`src/rtl/mdr_unit_if.sv`:
```
// mdr_unit_if: data and control bundle between the datapath and the MDR.
// q_par exists only when MDR_PARITY_EN is defined.
interface mdr_unit_if #(
  parameter int WIDTH = 32
);
  logic             read;
  logic             MDRin;
  logic [WIDTH-1:0] Mdatain;
  logic [WIDTH-1:0] BusMuxOut;
  logic [WIDTH-1:0] d;
  logic [WIDTH-1:0] q;
`ifdef MDR_PARITY_EN
  logic             q_par;

  modport master (
    output read, MDRin, Mdatain, BusMuxOut,
    input  d, q, q_par
  );

  modport slave (
    input  read, MDRin, Mdatain, BusMuxOut,
    output d, q, q_par
  );
`else
  modport master (
    output read, MDRin, Mdatain, BusMuxOut,
    input  d, q
  );

  modport slave (
    input  read, MDRin, Mdatain, BusMuxOut,
    output d, q
  );
`endif
endinterface

```
`src/rtl/mdr_unit.sv`:
```
// mdr_unit: memory data register slice (2:1 input mux + load/clear register).
// Define MDR_PARITY_EN to add the registered even-parity output q_par.
module mdr_mux2 #(
  parameter int WIDTH = 32
) (
  input  logic             sel,
  input  logic [WIDTH-1:0] a,
  input  logic [WIDTH-1:0] b,
  output logic [WIDTH-1:0] y
);
  // The unselected leg never reaches y, so X on it is isolated.
  assign y = sel ? a : b;
endmodule

module mdr_reg #(
  parameter int WIDTH = 32
) (
  input  logic             clk,
  input  logic             clr_n,
  input  logic             en,
  input  logic [WIDTH-1:0] din,
  output logic [WIDTH-1:0] dout
);
  logic [WIDTH-1:0] data_q;
  logic [WIDTH-1:0] data_d;

  always_comb begin
    data_d = data_q;
    if (en) data_d = din;
  end

  always_ff @(posedge clk or negedge clr_n) begin
    if (!clr_n) data_q <= '0;
    else        data_q <= data_d;
  end

  assign dout = data_q;
endmodule

module mdr_unit #(
  parameter int WIDTH = 32
) (
  input  logic        clk,
  input  logic        clr,
  mdr_unit_if.slave   bus
);
  logic [WIDTH-1:0] mux_y;

  mdr_mux2 #(.WIDTH(WIDTH)) u_mux (
    .sel (bus.read),
    .a   (bus.Mdatain),
    .b   (bus.BusMuxOut),
    .y   (mux_y)
  );

  mdr_reg #(.WIDTH(WIDTH)) u_reg (
    .clk   (clk),
    .clr_n (clr),
    .en    (bus.MDRin),
    .din   (mux_y),
    .dout  (bus.q)
  );

  assign bus.d = mux_y;

`ifdef MDR_PARITY_EN
  logic par_in;

  // Parity of the word being loaded, captured alongside q.
  assign par_in = ^mux_y;

  mdr_reg #(.WIDTH(1)) u_par (
    .clk   (clk),
    .clr_n (clr),
    .en    (bus.MDRin),
    .din   (par_in),
    .dout  (bus.q_par)
  );
`endif
endmodule

```
`src/flat_wrapper.sv`:
```
// flat-port wrapper written by rule: the top's interface ports become plain ports
module mdr_unit_flat 
#(
  parameter int WIDTH = 32
)
  (clk, clr, bus_read, bus_MDRin, bus_Mdatain, bus_BusMuxOut, bus_d, bus_q);
  mdr_unit_if #(.WIDTH(WIDTH)) bus_i ();
  input  logic clk;
  input  logic clr;
  input wire logic [$bits(bus_i.read)-1:0] bus_read;
  input wire logic [$bits(bus_i.MDRin)-1:0] bus_MDRin;
  input wire logic [$bits(bus_i.Mdatain)-1:0] bus_Mdatain;
  input wire logic [$bits(bus_i.BusMuxOut)-1:0] bus_BusMuxOut;
  output wire logic [$bits(bus_i.d)-1:0] bus_d;
  output wire logic [$bits(bus_i.q)-1:0] bus_q;
  assign bus_i.read = bus_read;
  assign bus_i.MDRin = bus_MDRin;
  assign bus_i.Mdatain = bus_Mdatain;
  assign bus_i.BusMuxOut = bus_BusMuxOut;
  assign bus_d = bus_i.d;
  assign bus_q = bus_i.q;
  mdr_unit #(.WIDTH(WIDTH)) u_core (.clk(clk), .clr(clr), .bus(bus_i));
endmodule
```
`config.mk`:
```
export PLATFORM = sky130hd
export DESIGN_NAME = mdr_unit_flat
export DESIGN_NICKNAME = d
export VERILOG_FILES = /design/src/rtl/mdr_unit_if.sv /design/src/rtl/mdr_unit.sv /design/src/flat_wrapper.sv
export SDC_FILE = /design/constraint.sdc
export NUM_CORES = 1
export LEC_CHECK = 0
export ABC_AREA = 0
export CAP_MARGIN = 20
export CELL_PAD_IN_SITES_DETAIL_PLACEMENT = 0
export CELL_PAD_IN_SITES_GLOBAL_PLACEMENT = 1
export CORE_MARGIN = 4
export CORE_UTILIZATION = 29
export DETAILED_ROUTE_END_ITERATION = 7
export PLACE_DENSITY_LB_ADDON = 0.1
export SLEW_MARGIN = 20
export SYNTH_ARGS = -nofsm -noshare
export SYNTH_HDL_FRONTEND = slang
export SYNTH_HIERARCHICAL = 1
export SYNTH_SLANG_ARGS = --single-unit
```
`constraint.sdc`:
```
create_clock -name clk -period 2.2 [get_ports clk]
set_input_delay 0.44 -clock clk [delete_from_list [all_inputs] [get_ports clk]]
set_output_delay 0.44 -clock clk [all_outputs]
set_load 0.005 [all_outputs]
```
# [After elaboration in Yosys (flattened, before gate mapping)]
# Cells that the tools add are included.
[op_classes] n_mux=1
[ops] op="two-way mux 32 bit" n=1
[totals] inputBits=68 reg_bits=32

# [Depth between registers and ports, before layout]
# Gate-level depths: netlist of run 1.
[logic_depth] ltp_word=1 depth_mapped=4 ltp_nobuf=2

# [By module]
# Netlist of run 1, hierarchy kept.
[modules_own_cells] mod="mdr_reg" seq_area_each_um2=800.8 cells_per_inst=68 area_each_um2=1345.0 instances=1
[modules_own_cells] mod="mdr_mux2" seq_area_each_um2=0.0 cells_per_inst=36 area_each_um2=544.3 instances=1

# [Worst setup path before layout of run 1]
# OpenSTA, ideal clock, no wires.
[synth_path] kind="input to output" start="input bus_read" end="output bus_d[0]" path_buffers=2 path_stages=3 required_time_ps=1760 t_arrival_ps=1000 path_slack_ps=760 path_cell_list="buf_6 -> buf_12 -> mux2_4"
[synth_between] elab_chain_len=1
[synth_lines] item="start: declaration" line_no="flat_wrapper.sv:10" text="input wire logic [$bits(bus_i.read)-1:0] bus_read;"
[synth_lines] item="two-way mux 32 bit" line_no="mdr_unit.sv:12" text="assign y = sel ? a : b;"
[synth_lines] item="end: declaration" line_no="flat_wrapper.sv:14" text="output wire logic [$bits(bus_i.d)-1:0] bus_d;"
# Every way passes these cells.

# [Worst setup path in the final report of run 1]
[layout_path] start="input bus_BusMuxOut[28]" end="output bus_d[28]"
[layout_between] elab_chain_len=1
[layout_lines] item="start: declaration" line_no="flat_wrapper.sv:13" text="input wire logic [$bits(bus_i.BusMuxOut)-1:0] bus_BusMuxOut;"
[layout_lines] item="two-way mux 32 bit" line_no="mdr_unit.sv:12"
# Every way passes these cells.

==> results of run 1 <==
[metal layers]
| metal | global-route usage, % | wire, um | share of wire [%] |
|---|---|---|---|
| met1 | 12.6 | 1800 | 35 |
| met2 | 24.8 | 2880 | 55 |
| met3 | 4.84 | 476 | 9.1 |
| met4 | 3.71 | 55 | 1.1 |
| met5 | 0 | 0 | 0 |
[area by class of cell]
class / count / area (um2) / share of cell area (%)
Clock buffer: 8 / 90.1 / 2.74
Multi-Input combinational cell: 64 / 946 / 28.8
Sequential cell: 32 / 801 / 24.3
Tap cell: 77 / 96.3 / 2.93
Timing Repair Buffer: 134 / 1360 / 41.2
[metrics by stage]
step	utilization, %	std cells	cell area, um2
6_report	51.8	315	3290
5_1_grt	51.8	315	3290
4_1_cts	51.8	315	3290
3_5_place_dp	50.4	307	3200
3_3_place_gp	50.4	307	3200
2_1_floorplan	-	104	1890
[critical path: cells and delay by family]
kind                   cells  cell delay, ns
buffers and inverters      2            0.87
multiplexers               1            0.29
[report_power, final]
group          switching, mW  total, mW  internal (mW)  leakage, nW
logic                  0.173      0.649          0.475         1.05
clock network          0.208      0.463          0.255       0.0455
registers             0.0412      0.704          0.663        0.374
total                  0.422       1.82           1.39         1.47
[worst max path at each step]
stage,startpoint,to,depth (start not counted)
final,bus_BusMuxOut[28],bus_d[28],3
after global routing,bus_BusMuxOut[28],bus_d[28],3
after CTS,bus_BusMuxOut[28],bus_d[28],3
after detailed placement,bus_BusMuxOut[28],bus_d[28],3
after global placement,bus_BusMuxOut[2],bus_d[2],3
after floorplan,bus_read,bus_d[0],3
[cell usage after synthesis (all sizes together)]
library cell and count:
mux2 64, dfrtp 32, buf 8
[cells by family (layout without fill, tap and decap cells)]
family,Yosys count,count (layout),share of synthesized area [%]
multiplexers,64,64,50.1
flip-flops,32,32,42.4
buffers and inverters,8,142,7.55
==> results, run 1 <==
- The worst slew margin relative to its limit is 49.7%.
- In the post-route analysis, the smallest setup slack over all paths is 0.162 ns.
- The number of I/O pins is 132.
- The number of global-route vias before repair was 1546.
- Global routing used 12.9% of the available tracks across all layers.
- The die outline area is 0.00787 mm2.
- Buffers placed on the I/O ports in this run total 131.
- The power density over cell area is 552 mW/mm2.
- The top cell type by area accounts for 47.7% of the synthesized area.
- The static leakage is 1.47 nW.
- The worst-path cell with the longest stage delay is sky130_fd_sc_hd__clkdlybuf4s50_1.
- STA classifies the critical path startpoint as a primary input.
- The die boundary width is 88.7 um.
- The effective utilization at floorplan is 29.8%.
- The final-layout fill cell count is 538.
- For this block, the initial DRC count from the detailed router was 22.
- Measured along the y axis, the die boundary spans 88.7 um.
- The terminus of the critical flop-to-flop path is u_core/u_reg/dout[10].
- The final critical delay including setup and external delays is 2.04 ns.
- The worst-case clock skew is 0 ns.
- The pin count of the biggest net entering global routing is 33.
- The number of vias after detailed routing is 1371.
- The cell type with the highest occurrence count on the critical path is sky130_fd_sc_hd__clkdlybuf4s50_1.
- Data on the critical path arrives at its endpoint at 1.60 ns.
- The clock slew seen by the registers of the worst setup and hold paths is 0.06 ns.
- The synthesized netlist occupies a cell area of 0.00189 mm2.
- Counting flops and latches in the post-synthesis netlist gives 32.
- The delay of the slowest critical-path stage is 0.45 ns.
- On the final layout, the worst hold slack is 0.229 ns.
- The worst register-to-register path begins at u_core/u_reg/dout[10].
- Leaving out fill and tap cells, the most frequent cells in the layout are sky130_fd_sc_hd__clkdlybuf4s50_1, sky130_fd_sc_hd__mux2_4, sky130_fd_sc_hd__dfrtp_1, sky130_fd_sc_hd__clkbuf_8, sky130_fd_sc_hd__mux2_2.
- The register with the most flip-flops in the layout has 32 of them.
- STA puts the critical path data required time at 1.76 ns.
- TritonCTS built the clock tree.
- The global placer's final weighted congestion is 0.705.
- Overall power consumption after layout is estimated at 1.82 mW.
- The count of pins over their slew limit came to 0.
- By area the synthesized netlist is led by sky130_fd_sc_hd__mux2_4, sky130_fd_sc_hd__dfrtp_1, sky130_fd_sc_hd__buf_12, sky130_fd_sc_hd__mux2_2, sky130_fd_sc_hd__buf_6.
- The post-detailed-routing wire length is 5.21 mm.
- The first-pass GRT wire length is 7.57 mm.
- The achievable clock frequency is 0.491 GHz.
- The max-cap violation count is 0.
- The setup slack of the most critical reg-to-reg path is 1.42 ns.
- OpenSTA, run right after detailed placement, puts the worst setup slack at 0.158 ns.
- The most common cell after layout, fill and taps aside is sky130_fd_sc_hd__clkdlybuf4s50_1.
- Setup repair after global routing left no endpoint under its margin.
- From synthesis to final layout, the design area changed by 74.1%.
- The level count of the clock H-tree is 2.
- The transition time of the tightest slew-check pin is 0.754 ns.
- The count of nets left with antenna violations once routing finished came out at 0.
- The total DRC errors in the routed layout is 0.
- In this run the core area contains 29 standard-cell rows.
- Before antenna repair, the detailed router went through 2 iterations.
- Across the VDD grid, the largest voltage drop is 0.282 mV.
- Setup violations remaining at the end of the flow were counted as 0.
- The maximum count of clock buffers along a single path is 2.
- The share of the clock period used by the worst path is 92.6%.
- The mean cell area of the mapped netlist is 18.2 um2.
- The aggregate global routing overflow is 0.
- The critical path goes through clkdlybuf4s50_1, mux2_4, clkdlybuf4s50_1.
- The highest fanout seen on the critical path is 2.
- Buffers inserted to repair hold after CTS numbered 0.
- The final routed wire length divided by cell count is 16.5 um.
- Setup total negative slack on the finished layout was measured at 0 ns.
- 0 antenna diodes ended up in the layout.
- The count of final hold-check violations is 0.
- The class of the tightest hold or removal check is primary input to asynchronous set/reset pin.
- Post-CTS repair changed the size of 0 cells.
- The run finished with clean final reports.
- In this run the post-CTS setup repair buffer count came out at 0.
- The final layout net count is 305.
- At the later pin of the worst-skew pair, clock insertion delay measures 0.27 ns.
- Counting every instance in the synthesized netlist gives 104.
- The worst register-to-register path has a depth of 1.
- The number of vias per cell is 4.35.
- During synthesis, Yosys emitted a total of 6 warnings.
- CTS saw 32 sinks.
- After floorplanning, the core was sized to cover 0.00635 mm2.
- The fraction of layout cells with a size suffix above 1 is 31.9%.
- When the netlist entered floorplanning its net count stood at 172.
- The root buffer cell chosen for the clock tree is sky130_fd_sc_hd__clkbuf_8.
- The category of the worst setup path capture point is an output pin.
- The critical path is of the primary input to output pin type.
- The number of antenna violations at the first check in global routing is 0.
- Summing the sequential cell areas from Yosys gives 42.4% of the chip area.
- The half-perimeter wire length of the detailed placement result is 4.07 mm.
- The number of buffers created by CTS is 5.
- The biggest area contributor in the post-synthesis netlist is sky130_fd_sc_hd__mux2_4.
- The number of distinct library cells after synthesis is 5.
No activity file was read; power rests on OpenSTA's default activity.
==> inputs of run 2 (changes only) <==
CAP_MARGIN = 30   (was 20)
CORE_MARGIN = unset   (was 4)
==> results, run 2 (synthesized netlist as in run 1, its figures left out) <==
- The number of stages on the worst setup path was 3 (unchanged).
- The final design utilization was 52.4% (+0.59 points).
- The number of vias per cell is 4.43 (+1.9%).
- By instance count, the cell type seen most on the critical path is sky130_fd_sc_hd__clkdlybuf4s50_1.
- The power density over cell area is 555 mW/mm2 (+0.63%).
- The number of iterations in the first detailed-routing pass is 4 (+2).
- The worst slew margin relative to its limit was 63.8% (+14 points).
- The worst endpoint required time was 1.76 ns (about the same).
- The total core area was 0.00631 mm2 (-0.57%).
- The post-CTS repair timing setup buffer count is 0 (unchanged).
- The aggregate global routing overflow is 0 (unchanged).
- Grouping stages by cell kind, the critical path spends the most delay in buffers and inverters.
- The number of cells on the worst reg-to-reg path is 1 (unchanged).
- The count of final hold-check violations is 0 (unchanged).
- The multi-input logic area is 946 um2 (unchanged).
- The number of I/O pins was 132 (unchanged).
- The minimum setup slack after placement was 0.152 ns (-0.00576 ns).
- The die boundary width was 82.7 um (-6.8%).
- The total DRC errors in the routed layout is 0 (unchanged).
- The count of placed standard cells including taps came to 308 (+0.33%).
- The cell area after placement came to 0.00321 mm2 (+0.39%).
- The max-cap violation count is 0 (unchanged).
- The total routing usage reported by global routing is 14.3% (+1.5 points).
- The post-detailed-routing wire length is 4.97 mm (-4.7%).
- The critical path buffer and inverter count was 2 (unchanged).
- The number of diodes added for antenna fixing was 0 (unchanged).
- TritonCTS built the clock tree.
- The flip-flop count of the largest register, all copies and words added is 32 (unchanged).
- The number of DRC violations after detailed-routing iteration 0 is 23 (+4.5%).
- The count of port buffers added during placement is 131 (unchanged).
- The global placer's final weighted congestion was 0.645 (-8.5%).
- The sum of negative setup slack was 0 ns (unchanged).
- The final antenna-violating net count was 0 (unchanged).
- The data arrival time of the worst path was 1.61 ns (about the same).
- The worst-case clock skew is 0 ns (unchanged).
- The final cell count without fillers is 315 (unchanged).
- The clock slew seen by the registers of the worst setup and hold paths is 0.06 ns (about the same).
- The fraction of layout cells with a size suffix above 1 was 32.4% (+0.42 points).
- The run finished with clean final reports.
- The sequential cell area in the final layout is 801 um2 (unchanged).
- The final layout net count came to 306 (+0.33%).
- The achievable clock frequency is 0.488 GHz (-0.49%).
- The final routed wire length divided by cell count is 15.8 um (-4.7%).
- The level count of the clock H-tree is 2 (unchanged).
- The final critical delay including setup and external delays came to 2.05 ns (+0.00997 ns).
- The clock root buffer master is sky130_fd_sc_hd__clkbuf_8.
- The count of pins over their slew limit is 0 (unchanged).
- Setup repair after global routing left no endpoint under its margin.
- The number of buffers created by CTS was 5 (unchanged).
- Counting instances, the worst hold path has a depth of 1.
- The CTS sink count is 32 (unchanged).
- The final setup slack of the worst path was 0.152 ns (-0.00997 ns).
- The share of the clock period used by the worst path came to 93.1% (+0.45 points).
- The most common cell after layout, fill and taps aside is sky130_fd_sc_hd__clkdlybuf4s50_1.
- The first-pass GRT wire length was 7.19 mm (-5.0%).
- The row count came to 29 (unchanged).
- The setup path with the least slack is of type primary input to output pin.
- The number of hold buffers added after cts was 0 (unchanged).
- The kind of launch point of the worst setup path is a primary input.
- The post-layout instance area was 0.00331 mm2 (+0.57%).
- The highest fanout seen on the critical path is 2 (unchanged).
- The half-perimeter wire length of the detailed placement result is 3.69 mm (-9.5%).
- The overall power of the completed layout is 1.84 mW (+1.2%).
- The die outline area came to 0.00684 mm2 (-13%).
- The maximum count of clock buffers along a single path is 2 (unchanged).
- The delay of the slowest critical-path stage was 0.46 ns (about the same).
- The height of the die is 82.7 um (-6.8%).
- The peak ir drop on the vdd network came to 0.271 mV (-3.7%).
- From synthesis to final layout, the design area changed by 75.1%.
- The number of vias after detailed routing is 1397 (+1.9%).
- The worst slack on hold paths is 0.509 ns (+0.280 ns).
- The clock network latency to the later pin of the worst-skew pair was 0.27 ns (about the same).
- The worst-path cell with the longest stage delay is sky130_fd_sc_hd__clkdlybuf4s50_1.
- In the layout the commonest cells are sky130_fd_sc_hd__clkdlybuf4s50_1, sky130_fd_sc_hd__mux2_4, sky130_fd_sc_hd__dfrtp_1, sky130_fd_sc_hd__clkbuf_8, sky130_fd_sc_hd__mux2_2.
- The pin count of the biggest net entering global routing is 33 (unchanged).
- The signal on the critical path passes through clkdlybuf4s50_1, mux2_4, clkdlybuf4s50_1.
- The static leakage is 1.48 nW (+0.65%).
- The transition time of the tightest slew-check pin is 0.543 ns (-0.212 ns).
- The worst setup path is captured at an output pin.
- The effective utilization at floorplan is 29.9% (+0.17 points).
- The number of antenna violations at the first check in global routing is 0 (unchanged).
- The number of endpoints failing setup at the final stage is 0 (unchanged).
- The number of global-route vias before repair is 1447 (-6.4%).
- The worst hold path belongs to the class register to register.
- The final-layout fill cell count came to 547 (+1.7%).
- The post-cts gate resize count is 0 (unchanged).
## run 2: cell count changes in the layout (fill, tap and decap cells not counted)
cell	delta
sky130_fd_sc_hd__buf_4	+1
sky130_fd_sc_hd__clkbuf_1	-2
sky130_fd_sc_hd__clkbuf_8	+1
sky130_fd_sc_hd__buf_2	-1
sky130_fd_sc_hd__clkdlybuf4s50_1	+1
## run 2: power by group
group	switching (mW)	internal, mW	total (mW)
clock network	0.204	0.278	0.483
logic	0.174	0.478	0.651
registers	0.0406	0.663	0.703
## run 2: path summary, 6_finish.rpt
path                       slack, ns                  start               endpoint
setup / recovery                0.15      bus_BusMuxOut[30]              bus_d[30]
hold / removal                  0.51  u_core/u_reg/dout[29]  u_core/u_reg/dout[29]
setup reg to reg                1.42  u_core/u_reg/dout[19]  u_core/u_reg/dout[19]
hold reg to reg                 0.51  u_core/u_reg/dout[29]  u_core/u_reg/dout[29]
max in group asynchronous       1.32                    clr  u_core/u_reg/dout[12]
min in group asynchronous       0.57                    clr   u_core/u_reg/dout[1]
## run 2: final cells by class
class / count / area share (%)
sequential: 32 / 24.2
multi-input combinational: 64 / 28.6
timing repair buffer: 135 / 41.4
clock buffer: 7 / 2.91
tap: 77 / 2.91
## run 2: per-layer routing
metal	wire length, um	global-route usage, %
met2	2600	25.2
met1	1870	15.8
met5	0	0
met3	433	4.40
met4	62	6.21
